$ cat src/rtl/serv_mtimer.sv
// RISC-V machine timer: 64-bit mtime/mtimecmp with a programmable tick prescaler and a
// Wishbone-style register port. Drives the machine timer interrupt pending level.
module serv_mtimer #(
  parameter int PRESCALE_W     = 8,
  parameter     RESET_STRATEGY = "MINI"
) (
  input  logic        i_clk,
  input  logic        i_rst_n,
  input  logic        i_wb_cyc,
  input  logic        i_wb_we,
  input  logic [2:0]  i_wb_adr,
  input  logic [31:0] i_wb_dat,
  input  logic [3:0]  i_wb_sel,
  output logic [31:0] o_wb_dat,
  output logic        o_wb_ack,
  output logic        o_mtip
);

  localparam logic [2:0] ADR_MTIME_LO    = 3'd0;
  localparam logic [2:0] ADR_MTIME_HI    = 3'd1;
  localparam logic [2:0] ADR_MTIMECMP_LO = 3'd2;
  localparam logic [2:0] ADR_MTIMECMP_HI = 3'd3;
  localparam logic [2:0] ADR_CTRL        = 3'd4;

  logic [63:0]           mtime;
  logic [63:0]           mtimecmp;
  logic [PRESCALE_W-1:0] div;
  logic [PRESCALE_W-1:0] div_wr;
  logic [PRESCALE_W-1:0] pcnt;
  logic                  irq_en;
  logic                  run;
  logic [31:0]           mtime_hi_shadow;
  logic [31:0]           ctrl_word;
  logic [31:0]           rdata;
  logic                  access;
  logic                  wr;
  logic                  rd;
  logic                  tick;

  // An access is only taken while no ack is outstanding, which forces an idle cycle between acks.
  assign access = i_wb_cyc & ~o_wb_ack;
  assign wr     = access & i_wb_we;
  assign rd     = access & ~i_wb_we;
  assign tick   = run & (pcnt == div);

  function automatic logic [31:0] byte_merge(input logic [31:0] old_val,
                                             input logic [31:0] wdat,
                                             input logic [3:0]  sel);
    logic [31:0] res;
    for (int i = 0; i < 4; i++)
      res[8*i +: 8] = sel[i] ? wdat[8*i +: 8] : old_val[8*i +: 8];
    return res;
  endfunction

  // NOTE: every variable driven in always_comb gets a default first so no latch is inferred.
  always_comb begin
    ctrl_word                  = '0;
    ctrl_word[8 +: PRESCALE_W] = div;
    ctrl_word[1]               = irq_en;
    ctrl_word[0]               = run;
  end

  always_comb begin
    div_wr = div;
    for (int j = 0; j < PRESCALE_W; j++)
      if (i_wb_sel[(8 + j) / 8]) div_wr[j] = i_wb_dat[8 + j];
  end

  always_comb begin
    rdata = '0;
    case (i_wb_adr)
      ADR_MTIME_LO:    rdata = mtime[31:0];
      ADR_MTIME_HI:    rdata = mtime_hi_shadow;
      ADR_MTIMECMP_LO: rdata = mtimecmp[31:0];
      ADR_MTIMECMP_HI: rdata = mtimecmp[63:32];
      ADR_CTRL:        rdata = ctrl_word;
      default:         rdata = '0;
    endcase
  end

  // NOTE: sequential state uses non-blocking assignments so every register samples pre-edge values.
  always_ff @(posedge i_clk or negedge i_rst_n) begin
    if (!i_rst_n) begin
      mtime    <= '0;
      mtimecmp <= '1;
      div      <= '0;
      irq_en   <= 1'b0;
      run      <= 1'b0;
      pcnt     <= '0;
      o_wb_ack <= 1'b0;
      o_wb_dat <= '0;
      o_mtip   <= 1'b0;
    end else begin
      o_wb_ack <= access;
      if (rd) o_wb_dat <= rdata;

      if (wr && i_wb_adr == ADR_CTRL) begin
        div    <= div_wr;
        irq_en <= i_wb_sel[0] ? i_wb_dat[1] : irq_en;
        run    <= i_wb_sel[0] ? i_wb_dat[0] : run;
      end

      if (wr && i_wb_adr == ADR_CTRL) pcnt <= '0;
      else if (tick)                  pcnt <= '0;
      else if (run)                   pcnt <= pcnt + PRESCALE_W'(1);

      // A software write to either mtime half wins over the tick for that cycle.
      if (wr && i_wb_adr == ADR_MTIME_LO)
        mtime[31:0] <= byte_merge(mtime[31:0], i_wb_dat, i_wb_sel);
      else if (wr && i_wb_adr == ADR_MTIME_HI)
        mtime[63:32] <= byte_merge(mtime[63:32], i_wb_dat, i_wb_sel);
      else if (tick)
        mtime <= mtime + 64'd1;

      if (wr && i_wb_adr == ADR_MTIMECMP_LO)
        mtimecmp[31:0] <= byte_merge(mtimecmp[31:0], i_wb_dat, i_wb_sel);
      if (wr && i_wb_adr == ADR_MTIMECMP_HI)
        mtimecmp[63:32] <= byte_merge(mtimecmp[63:32], i_wb_dat, i_wb_sel);

      o_mtip <= irq_en & (mtime >= mtimecmp);
    end
  end

  // The shadow latches the upper half on a low-half read so a 32-bit master sees a coherent 64-bit value.
  if (RESET_STRATEGY == "NONE") begin : gen_shadow_noreset
    // NOTE: this holding register is left unreset on purpose; software always reads MTIME_LO first.
    always_ff @(posedge i_clk)
      if (rd && i_wb_adr == ADR_MTIME_LO) mtime_hi_shadow <= mtime[63:32];
  end else begin : gen_shadow_reset
    always_ff @(posedge i_clk or negedge i_rst_n)
      if (!i_rst_n)                            mtime_hi_shadow <= '0;
      else if (rd && i_wb_adr == ADR_MTIME_LO) mtime_hi_shadow <= mtime[63:32];
  end

endmodule

$ cat config.mk
export PLATFORM = sky130hd
export DESIGN_NAME = serv_mtimer
export DESIGN_NICKNAME = d
export VERILOG_FILES = /design/src/rtl/serv_mtimer.sv
export SDC_FILE = /design/constraint.sdc
export NUM_CORES = 1
export LEC_CHECK = 0
export CAP_MARGIN = 15
export CORE_UTILIZATION = 61
export CTS_CLUSTER_DIAMETER = 200
export DETAILED_ROUTE_END_ITERATION = 16
export GPL_ROUTABILITY_DRIVEN = 0
export GPL_TIMING_DRIVEN = 0
export HOLD_SLACK_MARGIN = 0.15
export PLACE_DENSITY = 0.79
export RECOVER_POWER = 50
export SKIP_LAST_GASP = 1
export SYNTH_ARGS = -nofsm -noshare
export SYNTH_HDL_FRONTEND = slang
export SYNTH_SLANG_ARGS = --single-unit
$ cat constraint.sdc
create_clock -name i_clk -period 6.2 [get_ports i_clk]
set_input_delay 0.93 -clock i_clk [delete_from_list [all_inputs] [get_ports i_clk]]
set_output_delay 0.93 -clock i_clk [all_outputs]
set_load 0.01 [all_outputs]
Yosys cells after proc, flatten, opt, wreduce, memory -nomap -nowiden

Cells that the tools add are included.

Register bits after elaboration: 212
Bits in latches: 0
Memory bits (writable): 0
Memory bits (read-only): 0
Input bits: 43
Word-level logic and storage cells: 89
Memories kept: 0

Add/sub/neg operators: 2
Multipliers: 0
Div/mod/pow operators: 0
Order comparisons: 1
Equal/unequal tests: 14
Shifts and indexed selects: 0
Multiplexer cells: 12
Bitwise gates (word level): 8
Reductions and logical operators: 28

Operators with widths:

| operator                                            | count |
|---|---|
| one-hot mux 32 bit (5 select lines)                 | 1 |
| two-way mux 32 bit                                  | 3 |
| adder 64 x 1 -> 64 bit, second input constant       | 1 |
| greater-or-equal comparator 64 bit                  | 1 |
| two-way mux 64 bit                                  | 1 |
| two-way mux 8 bit                                   | 7 |
| AND reduction 3 bit                                 | 8 |
| AND reduction 2 bit                                 | 10 |
| != test 2 bit, second input constant                | 9 |
| adder 8 x 1 -> 8 bit, second input constant         | 1 |
| equality test 8 bit                                 | 1 |
| equality test 3 x 2 -> 1 bit, second input constant | 2 |
| logical AND 1 bit                                   | 6 |
| bitwise AND 1 bit                                   | 5 |
| nonzero test 2 bit                                  | 2 |
| equality test 3 x 1 -> 1 bit, second input constant | 1 |
| equality test 3 bit, second input constant          | 1 |
| logical NOT 3 bit                                   | 1 |
| NOT 1 bit                                           | 3 |
| nonzero test 3 bit                                  | 1 |

Logic depth before layout (Yosys ltp)

Gate-level depths: netlist (run 1).

Word-level depth: 6
Mapped depth: 9

Least setup slack after synthesis (run 1)

No wires, ideal clock.

Path kind: input -> register
Start: input port i_wb_we
End: register mtime[32]
Arrival time: 2500 ps
Slack: 3579 ps
Stages: 8
Path buffers: 2
Cell sequence: nand3b_1 > nor3_1 > or4_1 > buf_2 > buf_2 > nor2_1 > nand3_1 > a32o_1

Longest elaborated chain between the ends: 4

Ends and longest elaborated chain:

| item                                                         | line     | source |
|---|---|---|
| start, declared                                              | 10       | `input logic i_wb_we,` |
| bitwise AND 1 bit *                                          | 42       | `assign wr = access & i_wb_we;` |
| logical AND 1 bit (on tied branches)                         | 110, 108 |  |
| != test 2 bit (no source line), or another cell as far along | --       |  |
| AND reduction 3 bit (no source line)                         | --       |  |
| end signal, assigned                                         | 111      | `mtime[63:32] <= byte_merge(mtime[63:32], i_wb_dat, i_wb_sel);` |
| end signal, assigned                                         | 113      | `mtime <= mtime + 64'd1;` |
| end, declared                                                | 25       | `logic [63:0] mtime;` |

Every way passes the cells marked *; elsewhere a longest branch is shown, timed or not.
A chain may end at the register's enable or synchronous reset.

Worst setup path after layout (run 1)

Start: input port i_wb_cyc
End: register mtime[45]

Longest elaborated chain between the ends: 5

Ends and longest elaborated chain:

| item                                                         | line     | source |
|---|---|---|
| start, declared                                              | 9        | `input logic i_wb_cyc,` |
| bitwise AND 1 bit *                                          | 41       | `assign access = i_wb_cyc & ~o_wb_ack;` |
| bitwise AND 1 bit *                                          | 42       |  |
| logical AND 1 bit (on tied branches)                         | 110, 108 |  |
| != test 2 bit (no source line), or another cell as far along | --       |  |
| AND reduction 3 bit (no source line)                         | --       |  |

Marked as above.

==> results of run 1 <==
-- layer usage --
layer / up-vias / track usage [%] / part of all wire, %
met4: 0 / 15.7 / 4.7
met3: 176 / 10.2 / 12
met2: 743 / 57.6 / 43
met5: - / 0 / 0
met1: 5569 / 55.5 / 40
li1: 4929 / - / -
-- synth_stat cells, drive strengths merged, types with 5 or more instances --
cell type / instances
ha: 66
nand2b: 9
a21oi: 70
o41ai: 8
a31oi: 7
and2: 7
buf: 15
nor2b: 6
xnor2: 9
o22a: 8
nand4: 41
a211o: 5
clkbuf: 50
a22oi: 25
o21ai: 69
a221oi: 22
a21o: 16
mux2: 102
dfstp: 64
and4: 10
nand2: 121
nor2: 62
nand3: 49
o21a: 6
nor3: 19
or4: 5
o22ai: 21
and3: 14
o31ai: 9
dfrtp: 148
nor4: 8
or3: 7
a211oi: 10
a32o: 13
xor2: 5
inv: 82
a22o: 32
-- worst min path at each step --
stage,from,to,slack (ns),cells past startpoint
final,o_wb_ack,o_wb_ack,0.46,1
after global routing,o_wb_ack,o_wb_ack,0.49,1
after CTS,o_wb_ack,o_wb_ack,0.46,1
after detailed placement,o_wb_ack,o_wb_ack,0.45,1
after global placement,o_wb_ack,o_wb_ack,0.44,1
after floorplan,mtime_hi_shadow[30],mtime_hi_shadow[30],0.45,2
-- kinds of logic (layout without fill, tap and decap cells) --
group	after synthesis	in the layout	synth area share (%)
flops	212	212	43.6
buf+inv	147	267	4.58
simple gates	370	370	15.1
mux	104	104	9.56
compound gates	348	348	19.4
xor+xnor	14	14	1.05
fa+ha+maj	66	66	6.69
-- power by group --
group	internal (mW)	leakage, nW	switching [mW]	total, mW
Combinational	0.488	2.99	0.576	1.06
Clock	0.860	0.402	0.594	1.45
Sequential	1.69	2.53	0.298	1.99
-- layout by cell type (no fill, tap or decap), types with 6 or more instances in the layout --
cell type        synthesis  final
o22ai_1                 21     21
o41ai_1                  8      8
a22o_1                  32     32
dfstp_2                 64     64
clkbuf_8                 0      7
and3_1                  14     14
nand2_1                121    121
ha_1                    66     66
o31ai_1                  9      9
nand2b_1                 9      9
o21ai_0                 69     69
dlygate4sd3_1            0     17
a31oi_1                  7      7
nor3_1                  18     18
nand3_1                 49     49
clkinv_2                 0      6
nor2_1                  62     62
mux2_2                 102    102
a211oi_1                10     10
inv_1                   82     82
a32o_1                  13     13
and4_1                  10     10
a21oi_1                 70     70
or3_1                    7      7
xnor2_1                  8      8
dfrtp_1                148    148
a22oi_1                 25     25
a221oi_1                22     22
clkbuf_1                49     54
nor2b_1                  6      6
clkdlybuf4s50_1          0     56
clkbuf_16                0     25
o21a_1                   6      6
nand4_1                 41     41
o22a_1                   8      8
buf_2                   10     10
a21o_1                  16     16
-- through the flow --
stage / setup WS [ns] / setup TNS, ns / instance area (um2)
after floorplan: 3.58 / 0 / 12300
after global placement: -4.67 / -810.24 / 13400
after detailed placement: 2.08 / 0 / 13500
after CTS: 2.61 / 0 / 14300
after global routing: 2.42 / 0 / 14300
final: 2.37 / 0 / 14300
-- flip-flops by register name, summed over array words and instances, names as in the netlist --
register         flops
mtime               64
mtimecmp            64
mtime_hi_shadow     32
o_wb_dat            32
div                  8
pcnt                 8
irq_en               1
o_mtip               1
o_wb_ack             1
run                  1
-- area by class of cell --
type	instances	share of cell area [%]
clock buffer	37	5.19
tap	265	2.33
timing repair buffer	76	5.41
inverter	82	2.16
clock inverter	7	0.421
sequential	212	37.8
buffer	65	1.81
multi-input combinational	902	44.9
-- worst max-delay path: stages --
cell and delay, ns:
dlygate4sd3_1 0.54, nand3b_1 0.30, nor3_1 0.65, clkbuf_1 0.55, clkbuf_1 0.56, nand2_1 0.35
a32o_1 0.35
==> flow_summary.ini, run 1 <==
[outcome]
status = finished with violations
violations = max-capacitance violations, max-slew violations

[sta]
hold_viol_final = 0
timing.hold.ws_ns = 0.458
fmax_mhz = 261
finalSetupViolCount = 0
slew_headroom_pct = -92.5
min_period_ns = 3.83
period_share_pct = 61.8
fin_skew_ns = 0.0122
slew_violations = 115
rsz0062_at_grt = no
worst_pin_slew_ns = 2.89

[power]
finalPower_mw = 4.51
leakage_nw = 5.92
vdd_ir_drop_max_mv = 0.246
p_per_area_nw_per_um2 = 316

[die]
initial_core_util_pct = 62.8
dieArea_um2 = 20800
row_count = 51
die_w_um = 144
core_um2 = 19700
ios = 77
die_h_um = 144

[synth]
synth_edf_count = 0
synth_area_leaders = dfrtp_1, dfstp_2, mux2_2, ha_1, nand2_1
async_flop_share_pct = 100
synth.distinct_cells = 65
syn_avg_cell_area_um2 = 9.79
seq_area_frac_synth_pct = 43.6
synth_top_area_cell = dfrtp_1
syn-num-nets = 1370
synth_ff_type = dfrtp_1
synth-seq-cells = 212
synth_top_cell_area_share_pct = 30.0
netlist_instances = 1261
netlist_area_um2 = 12300
yosysWarnings = 0

[drt]
viasPerCell = 6.94
post_drt_wl_per_cell_um = 24.2
first_pass_iters = 6
routed_wl_mm = 39.8
antenna_left = 0
num_vias = 11417
drc_errors = 0
drt_iter0_drc = 1424

[critical_path]
crit_type = input pin to flip-flop
rrSetupSlack_ns = 2.86
cp-end-kind = flip-flop
worst_r2r_endpoint = mtime[45]
worstPathArrival_ns = 4.24
cp-endpoint = mtime[45]
cp.required_ns = 6.61
start_kind = input pin
rr_startpoint = o_wb_ack
path_max_fanout = 10
worst_r2r_path_depth = 6
setup.worst_path.start = i_wb_cyc

[job]
max_cap_viol_count = 1

[clock_network]
clk_latency_ns = 0.53
htreeDepth = 1
cts_tree = done
cts-root-buf = clkbuf_16
clkSinkCount = 212
cts_buffers = 24
post_cts_buffers = 0
postCtsHoldBufs = 0
cts-resized-gates = 0
cts_buffer_depth = 3
path_clk_slew_ns = 0.06

[cells_and_area]
area_delta_synth_final_pct = 15.5
antenna_cells = 0
final_cell_count_no_fill = 1646
drive_above_1_share_pct = 16.9
fin_util_pct = 72.5
nFillCells = 1541
multi_input_area_um2 = 6400
ff_latch_area_um2 = 5390
layout.nets = 1472

[global_routing]
grt_antenna_before_repair = 0
grt_max_degree = 116
grt_usage_pct = 39.3
grt_pass1_vias = 10703
overflow = 0
grt_pass1_wl_mm = 61.3

[placed_design]
port_buffers = 74
dp_hpwl_mm = 28.6
dp_cells = 1602

[hold_path]
min_path_type = flip-flop to flip-flop
(Power assumes the default switching activity.)
==> inputs of run 2 (changes only) <==
Settings changed: CORE_UTILIZATION 61 to 55, PLACE_DENSITY 0.79 to 0.75.
Clock period 6.2 ns to 3.3 ns, I/O delays scaled along.
==> flow_summary.ini, run 2 (synthesized netlist as in run 1, its figures left out) <==
[clock_network]
post_cts_buffers = 0
cts-root-buf = clkbuf_16
htreeDepth = 1
cts_tree = done
clk_latency_ns = 0.54
cts_buffers = 25
clkSinkCount = 212
path_clk_slew_ns = 0.06
cts_buffer_depth = 3

[critical_path]
crit_type = flip-flop to flip-flop
worst_r2r_endpoint = o_mtip
start_kind = flip-flop
rr_startpoint = mtimecmp[9]
worst_r2r_path_depth = 7
setup.worst_path.start = mtimecmp[9]
rrSetupSlack_ns = 0.02
cp.required_ns = 3.66
worstPathArrival_ns = 3.64
path_max_fanout = 2
cp-endpoint = o_mtip
cp-end-kind = flip-flop

[drt]
antenna_left = 0
routed_wl_mm = 39.9
post_drt_wl_per_cell_um = 24.0
drt_iter0_drc = 1505
num_vias = 11251
viasPerCell = 6.76
drc_errors = 0
first_pass_iters = 12

[cells_and_area]
nFillCells = 1792
area_delta_synth_final_pct = 16.5
layout_commonest_cell = dfrtp_1
layout.nets = 1474
antenna_cells = 0
final_cell_mix = dfrtp_1, nand2_1, mux2_2
drive_above_1_share_pct = 17.0
largestRegisters = mtime: 64 flops, mtimecmp: 64 flops
fin_util_pct = 65.7

[sta]
slew_violations = 107
finalSetupViolCount = 0
min_period_ns = 3.28
rsz0062_at_grt = no
worst_pin_slew_ns = 2.40
hold_viol_final = 0
period_share_pct = 99.5
timing.setup.tns_ns = 0
slew_headroom_pct = -60.2
fmax_mhz = 304
fin_skew_ns = 0.0130

[placed_design]
port_buffers = 74
dp_hpwl_mm = 28.8

[die]
core_um2 = 21900
die_w_um = 152
dieArea_um2 = 23100
die_h_um = 152
initial_core_util_pct = 56.4
ios = 77
row_count = 54

[global_routing]
grt_max_degree = 108
grt_pass1_vias = 10680
overflow = 0
grt_pass1_wl_mm = 62.3
grt_usage_pct = 34.8
grt_antenna_before_repair = 0

[power]
vdd_ir_drop_max_mv = 0.405
leakage_nw = 5.97
p_per_area_nw_per_um2 = 603

[job]
max_cap_viol_count = 1

[hold_path]
min_path_type = flip-flop to flip-flop

[outcome]
status = finished with violations
violations = max-capacitance violations, max-slew violations
==> run 2: worst min-delay path by stage <==
stage / start / endpoint / depth (start not counted)
2_1_floorplan: i_rst_n / div[0] / 0
3_3_place_gp: o_wb_ack / o_wb_ack / 1
3_5_place_dp: o_wb_ack / o_wb_ack / 1
4_1_cts: o_wb_ack / o_wb_ack / 1
5_1_grt: o_wb_ack / o_wb_ack / 1
6_report: o_wb_ack / o_wb_ack / 1
==> run 2: repair_timing <==
| action | 4_1_cts | 5_1_grt |
|---|---|---|
| endpoints found under the hold margin | 72 | 0 |
| hold buffers | 1 | 0 |
| gates cloned | 0 | 0 |
| setup endpoints to repair | 1 | 17 |
| gates resized for setup | 1 | 5 |
==> run 2: power breakdown <==
part	switching, mW	internal, mW	leakage [nW]
sequential	0.559	3.17	2.53
clock	1.13	1.83	0.431
combinational	1.07	0.911	3.01
==> run 2: cell type report <==
cell class                      instances  area (um2)  share of cell area, %
Buffer                                 65         264                   1.84
Tap cell                              280         350                   2.44
Sequential cell                       212        5390                   37.4
Clock inverter                          6         111                  0.774
Clock buffer                           40         772                   5.37
Inverter                               82         308                   2.14
Timing Repair Buffer                   77         771                   5.36
Multi-Input combinational cell        902        6420                   44.6
==> run 2: per-layer routing <==
| layer | share of wire, % | wire length [um] | GRT usage [%] | up-vias |
|---|---|---|---|---|
| li1 | - | - | - | 4930 |
| met1 | 41 | 16600 | 49.5 | 5476 |
| met2 | 43 | 17000 | 51.0 | 716 |
| met3 | 12 | 4660 | 8.53 | 129 |
| met4 | 4.3 | 1710 | 13.6 | 0 |
| met5 | 0 | 0 | 0 | - |
==> run 2: worst max-delay path: stages, from the launching register on <==
cell	delay, ns
dfstp_2	0.53
inv_1	0.06
ha_1	0.30
nand4_1	0.27
a2111oi_1	0.88
nor4_1	0.21
o311a_1	0.37
o21ai_0	0.49
==> run 2: stage by stage <==
stage	hold WS (ns)	instances	cell area, um2	power (mW)	setup slack, ns
6_report	0.456	1664	14400	8.68	0.0158
5_1_grt	0.489	1664	14400	9.09	0.0175
4_1_cts	0.461	1664	14400	8.65	0.187
3_5_place_dp	0.454	1617	13500	5.69	-0.344
3_3_place_gp	0.437	1615	13400	5.60	-7.19
2_1_floorplan	0.199	1261	12300	4.86	1.06
